**src/rtl/stack_engine.sv**
```systemverilog
// Stack/memory command engine: PUSH, POP, RD, WR, INT against an external data memory.
// Optional macro STACK_GUARD_EN faults stack overflow/underflow instead of wrapping sp.
module stack_engine #(
  parameter logic [7:0] SP_INIT  = 8'hFF,
  parameter logic [7:0] VEC_ADDR = 8'h01
) (
  input  logic       clk,
  input  logic       rst_n,
  input  logic       cmd_valid,
  output logic       cmd_ready,
  input  logic [2:0] cmd_op,
  input  logic [7:0] cmd_addr,
  input  logic [7:0] cmd_data,
  output logic       rsp_valid,
  output logic [7:0] rsp_data,
  output logic       rsp_err,
  output logic [7:0] sp,
  output logic       mem_read,
  output logic       mem_write,
  output logic [7:0] mem_addr,
  output logic [7:0] mem_wdata,
  input  logic [7:0] mem_rdata
);

  localparam logic [2:0] S_IDLE     = 3'd0;
  localparam logic [2:0] S_PUSH     = 3'd1;
  localparam logic [2:0] S_POP      = 3'd2;
  localparam logic [2:0] S_RD       = 3'd3;
  localparam logic [2:0] S_WR       = 3'd4;
  localparam logic [2:0] S_INT_PUSH = 3'd5;
  localparam logic [2:0] S_INT_VEC  = 3'd6;
  localparam logic [2:0] S_RSP      = 3'd7;

  localparam logic [2:0] OP_PUSH = 3'b001;
  localparam logic [2:0] OP_POP  = 3'b010;
  localparam logic [2:0] OP_RD   = 3'b011;
  localparam logic [2:0] OP_WR   = 3'b100;
  localparam logic [2:0] OP_INT  = 3'b101;

  logic [2:0] state;
  logic [7:0] addr_q;
  logic [7:0] data_q;
  logic       fault;
  logic       guard_hit;
  logic [7:0] sp_inc;
  logic [7:0] sp_dec;

  assign sp_inc = sp + 8'd1;
  assign sp_dec = sp - 8'd1;

`ifdef STACK_GUARD_EN
  // sp cannot move between acceptance and the stack access, so check it up front
  assign guard_hit = (((cmd_op == OP_PUSH) || (cmd_op == OP_INT)) && (sp == 8'h00)) ||
                     ((cmd_op == OP_POP) && (sp == 8'hFF));
`else
  assign guard_hit = 1'b0;
`endif

  assign cmd_ready = (state == S_IDLE);
  assign rsp_valid = (state == S_RSP);

  always_ff @(posedge clk) begin
    if (!rst_n) begin
      state    <= S_IDLE;
      sp       <= SP_INIT;
      rsp_data <= 8'h00;
      rsp_err  <= 1'b0;
      addr_q   <= 8'h00;
      data_q   <= 8'h00;
      fault    <= 1'b0;
    end else begin
      case (state)
        S_IDLE: begin
          if (cmd_valid) begin
            addr_q <= cmd_addr;
            data_q <= cmd_data;
            fault  <= guard_hit;
            case (cmd_op)
              OP_PUSH: state <= S_PUSH;
              OP_POP:  state <= S_POP;
              OP_RD:   state <= S_RD;
              OP_WR:   state <= S_WR;
              OP_INT:  state <= S_INT_PUSH;
              default: begin
                state    <= S_RSP;
                rsp_data <= 8'h00;
                rsp_err  <= 1'b0;
              end
            endcase
          end
        end
        S_PUSH: begin
          if (!fault) sp <= sp_dec;
          rsp_data <= 8'h00;
          rsp_err  <= fault;
          state    <= S_RSP;
        end
        S_POP: begin
          if (!fault) sp <= sp_inc;
          rsp_data <= fault ? 8'h00 : mem_rdata;
          rsp_err  <= fault;
          state    <= S_RSP;
        end
        S_RD: begin
          rsp_data <= mem_rdata;
          rsp_err  <= 1'b0;
          state    <= S_RSP;
        end
        S_WR: begin
          rsp_data <= 8'h00;
          rsp_err  <= 1'b0;
          state    <= S_RSP;
        end
        S_INT_PUSH: begin
          // a faulted INT skips the vector fetch and responds one cycle early
          if (fault) begin
            rsp_data <= 8'h00;
            rsp_err  <= 1'b1;
            state    <= S_RSP;
          end else begin
            sp    <= sp_dec;
            state <= S_INT_VEC;
          end
        end
        S_INT_VEC: begin
          rsp_data <= mem_rdata;
          rsp_err  <= 1'b0;
          state    <= S_RSP;
        end
        default: state <= S_IDLE;
      endcase
    end
  end

  always_comb begin
    mem_read  = 1'b0;
    mem_write = 1'b0;
    mem_addr  = 8'h00;
    mem_wdata = 8'h00;
    case (state)
      S_PUSH, S_INT_PUSH: begin
        if (!fault) begin
          mem_write = 1'b1;
          mem_addr  = sp;
          mem_wdata = data_q;
        end
      end
      S_POP: begin
        if (!fault) begin
          mem_read = 1'b1;
          mem_addr = sp_inc;
        end
      end
      S_RD: begin
        mem_read = 1'b1;
        mem_addr = addr_q;
      end
      S_WR: begin
        mem_write = 1'b1;
        mem_addr  = addr_q;
        mem_wdata = data_q;
      end
      S_INT_VEC: begin
        mem_read = 1'b1;
        mem_addr = VEC_ADDR;
      end
      default: ;
    endcase
  end

endmodule

```
**config.mk**
```make
export PLATFORM = sky130hd
export DESIGN_NAME = stack_engine
export DESIGN_NICKNAME = d
export VERILOG_FILES = /design/src/rtl/stack_engine.sv
export SDC_FILE = /design/constraint.sdc
export NUM_CORES = 1
export LEC_CHECK = 0
export ABC_AREA = 1
export CAP_MARGIN = 20
export CORE_MARGIN = 4
export CORE_UTILIZATION = 48
export DETAILED_ROUTE_END_ITERATION = 12
export PLACE_DENSITY = 0.86
export SYNTH_ARGS = -nofsm -noshare
export SYNTH_HDL_FRONTEND = slang
export SYNTH_SLANG_ARGS = --single-unit
export TNS_END_PERCENT = 20
```
**constraint.sdc**
```tcl
create_clock -name clk -period 3.5 [get_ports clk]
set_input_delay 0.7 -clock clk [delete_from_list [all_inputs] [get_ports clk]]
set_output_delay 0.7 -clock clk [all_outputs]
set_load 0.05 [all_outputs]
```
# Yosys cells after proc, flatten, opt, wreduce, memory -nomap -nowiden
# Index checks and enable logic that the tools add are counted.
[op_classes]
add_sub_neg = 2
mux = 14
n_eq_ne = 14
bitwise_logic = 1
reduce_logical = 17
[op_table]
columns = ["cell", "n"]
rows = [
  ["8-bit one-hot mux with 4 select lines", 1],
  ["8-bit two-way mux", 3],
  ["8-bit one-hot mux with 3 select lines", 1],
  ["3-bit == test, second input constant", 6],
  ["8-bit one-hot mux with 2 select lines", 1],
  ["3-bit one-hot mux with 5 select lines", 1],
  ["3-bit by 2-bit == test with 1-bit output, second input constant", 4],
  ["2-bit OR reduction", 5],
  ["5-bit OR reduction", 2],
  ["3-bit one-hot mux with 3 select lines", 1],
  ["3-bit OR reduction", 3],
  ["8-bit by 1-bit adder with 8-bit output, second input constant", 1],
  ["4-bit AND reduction", 2],
  ["8-bit by 1-bit subtractor with 8-bit output, second input constant", 1],
  ["3-bit by 1-bit == test with 1-bit output, second input constant", 2],
  ["5-bit nonzero test", 1],
  ["1-bit two-way mux", 4],
  ["2-bit != test, second input constant", 2],
  ["4-bit nonzero test", 1],
  ["3-bit logical NOT", 1],
  ["3-bit two-way mux", 1],
  ["1-bit one-hot mux with 2 select lines", 1],
  ["2-bit AND reduction", 1],
  ["2-bit nonzero test", 1],
  ["1-bit inverter", 1],
]
[word_totals]
register_bits = 36

# Longest topological paths before layout
# Gate-level depths: netlist (run 1).
[logic_depth]
word_depth = 5
depth_mapped = 10

# Worst setup path after synthesis (run 1)
# Ideal clock, no wire load.
[synth_path]
path_type = "flip-flop to output port"
from = "reg sp[2]"
to = "out mem_addr[5]"
t_required_ns = 2.800
t_arrival_ns = 1.806
path_buffers = 1
stages_incl_launch_ff = 7
setup_slack_ns = 0.994
path_cell_list = "dfxtp_1 > clkbuf_1 > nand2_1 > nor2_1 > nand3_1 > nand3_1 > o221ai_1"
[synth_via]
elab_chain_len = 2
[synth_lines]
columns = ["element", "line_no", "text"]
rows = [
  ["start: declaration", "17", "output logic [7:0] sp,"],
  ["start signal: assignment", "93", "if (!fault) sp <= sp_dec;"],
  ["start signal: assignment", "99", "if (!fault) sp <= sp_inc;"],
  ["start signal: assignment", "121", "sp <= sp_dec;"],
  ["8-bit by 1-bit adder with 8-bit output", "48", "assign sp_inc = sp + 8'd1;"],
  ["8-bit one-hot mux with 4 select lines", "140", "case (state)"],
  ["end: declaration", "20", "output logic [7:0] mem_addr,"],
]
# No other way between the ends.

# Worst setup path in the final report (run 1)
[layout_path]
from = "reg state[1]"
to = "out mem_addr[6]"
[layout_via]
elab_chain_len = 3
[layout_lines]
columns = ["element", "line_no", "text"]
rows = [
  ["start: declaration", "40", "logic [2:0] state;"],
  ["start signal: assignment", "64", "state <= S_IDLE;"],
  ["start signal: assignment", "79", "OP_PUSH: state <= S_PUSH;"],
  ["start signal: assignment", "80", "OP_POP: state <= S_POP;"],
  ["3-bit == test, or another cell as far along", "140", ""],
  ["2-bit OR reduction (no source line)", "--", ""],
  ["8-bit one-hot mux with 4 select lines *", "140", ""],
]
# Every way passes the cells marked *; elsewhere a longest branch is shown, timed or not.

==> qor.csv, run 1 <==
metric,value,unit
status,finished clean,
cp_num_buf_inv,3,
drt-total-wl,4760,µm
synth_common_cells,"nand2_1 (63), inv_1 (40), dfxtp_1 (35), a21oi_1 (29), o21ai_0 (23)",
cts_tree,built,
routedWlPerCell,12.6,µm
cpMaxStageDelayCell,clkdlybuf4s50_1,
num_io_pins,67,
worstPathArrival,2450,ps
rsz0062_at_grt,no,
syn_to_final_growth,40.8,%
slew_headroom,52.3,%
holdBufCountCts,0,
fmax,317,MHz
ctsResizeCount,0,
cts_sinks,35,
ys_ff_latch,35,
switching_power,0.667,mW
total_power,1.49,mW
async_flop_share,0,%
worst_path_largest_cell_delay,710,ps
clk_root_buffer_cell,clkbuf_8,
grt_pass1_wl,8180,µm
setup-violations-final,0,
num_vias,1957,
min_period_over_period,90.0,%
drt_first_pass_iters,4,
yosysMostFrequentCell,nand2_1,
p_per_area,579,nW/µm²
nNetsFinal,363,
ys.flop_type,dfxtp_1,
synth.area.top_cells,"dfxtp_1 (38%), nand2_1 (13%), inv_1 (8.2%), a21oi_1 (8.0%), o21ai_0 (6.3%)",
grt_usage,20.7,%
avgSynthCellArea,6.82,µm²
grt_max_degree,30,
grt_pass1_vias,1899,
finalHoldViolCount,0,
worstMarginPinSlew,710,ps
p_leak,1.11,nW
dieArea,4840,µm²
routabilityCongestion,0.999,
criticalPathCategory,reg2out,
cts_buffer_depth,2,
seq_power_share,33.2,%
synth_edf_count,0,
route.detailed.drc,0,
internal_power,0.819,mW
hpwl,3580,µm
start_util,49.7,%
drv_slew,0,
cp_top_family,buffers and inverters,
synth_top_area_share,38.5,%
final.setup.tns,0,ps
clk_pin_slew_worst_paths,70,ps
min_path_type,reg2reg,
ant_nets,0,
peakVddDrop,0.384,mV
yosysWarnings,0,
endpoint_kind,output pin,
cts_buffers,5,
drt_iter0_drc,261,
synth_area,1820,µm²
start_kind,register,
synth_largest_area_cell,dfxtp_1,
num_rows,22,
antenna_found_initial,0,
port-buffer-count,65,
cts_max_level,2,
die_h,69.6,µm
critPathRequiredTime,2800,ps
combPwrFrac,47.2,%
grt-ovfl-total,0,
fin_crit,3150,ps
ys_types,26,
worstPathCellList,inv_1 -> nand2_1 -> inv_1 -> a22oi_1 -> nand2_1 -> clkdlybuf4s50_1,
maxCapViolCount,0,
ys_seq_area_share,38.5,%
cp_max_fo,13,
finClkSkew,5.10,ps
post_cts_buffers,0,
core_area,3660,µm²
viasPerCell,5.18,
clk_latency,290,ps
diodes,0,
dieWidth,69.6,µm
swShare,44.9,%
drive_above_1_share,4.55,%
synth_cells,267,
clockPowerShare,19.6,%
num-fill-cells,293,
syn_nets,301,
## logic make-up after synthesis
| group | synth area share [%] |
|---|---|
| compound gates | 21.2 |
| xor+xnor | 0.962 |
| fa+ha+maj | 2.75 |
| buf+inv | 11.8 |
| flops | 38.5 |
| other cells | 0.206 |
| simple gates | 24.7 |
## tightest hold or removal path: stages, from the launching register on
cell     delay [ps]
dfxtp_1         300
inv_1            60
a21oi_1          50
## routing by layer
layer	track usage (%)	up-vias	routed length (µm)
met5	0	-	0
met3	9.28	11	545
li1	-	996	-
met1	22.7	861	1860
met2	34.4	89	2260
met4	8.68	0	92
## sequential cells by signal, indices dropped and copies added, names as in the netlist
| signal | count |
|---|---|
| addr_q | 8 |
| data_q | 8 |
| rsp_data | 8 |
| sp | 8 |
| state | 3 |
## power groups by stage
stage / registers [mW] / clock network [mW] / logic [mW]
after CTS: 0.493 / 0.302 / 0.703
after global routing: 0.502 / 0.319 / 0.760
after detailed placement: 0.502 / 0 / 0.699
final: 0.494 / 0.291 / 0.701
after global placement: 0.501 / 0 / 0.697
after floorplan: 0.573 / 0 / 0.415
## final cells by class
class | count | area, µm² | share of cell area, %
clock buffers | 5 | 68.8 | 2.68
multi-input cells | 181 | 906 | 35.3
inverters | 40 | 150 | 5.86
well taps | 48 | 60.1 | 2.34
repair buffers | 66 | 658 | 25.7
flip-flops and latches | 35 | 701 | 27.3
clock inverters | 3 | 20.0 | 0.781
## stage by stage
step                      hold WS [ps]  cell area, µm²  setup slack [ps]  instances  utilization (%)
after global routing               477            2560               168        378             70.0
after floorplan                    429            1820               994        267                -
after CTS                          456            2560               356        378             70.0
final                              452            2560               349        378             70.0
after global placement             439            2470               727        370             67.6
after detailed placement           443            2470               675        370             67.6
## cells in the final DEF (no fill, tap or decap), drive strengths merged
cell and n:
o21ai 24, o221ai 5, a31oi 2, nor3 1, dfxtp 35, inv 40
nand3 15, o2111ai 2, xor2 2, nand2 64, o211ai 3, ha 4
nand4 3, nor2 21, clkbuf 5, buf 1, or2 2, a22oi 2
conb 1, clkinv 1, a21oi 30, clkinvlp 2, clkdlybuf4s50 65
## final timing paths
check / startpoint / slack, ps / endpoint / cells past startpoint
max reg2reg: state[0]$_SDFFE_PN0N_ / 1880 / addr_q[5]$_SDFFE_PN0P_ / 4
min: data_q[5]$_SDFFE_PN0P_ / 450 / data_q[5]$_SDFFE_PN0P_ / 2
min reg2reg: data_q[5]$_SDFFE_PN0P_ / 450 / data_q[5]$_SDFFE_PN0P_ / 2
max: state[1]$_SDFFE_PN0N_ / 350 / mem_addr[6] / 6
No activity file was read; power rests on OpenSTA's default activity.
==> run 2: changes to the inputs <==
TNS_END_PERCENT = 5   (was 20)
==> results of run 2 <==
Same layout as run 1: the final DEF is identical, and so are final timing and power.
==> run 3: changes to the inputs <==
GPL_ROUTABILITY_DRIVEN = 1   (was default)
==> results of run 3 <==
Same layout as run 1: the final DEF is identical, and so are final timing and power.
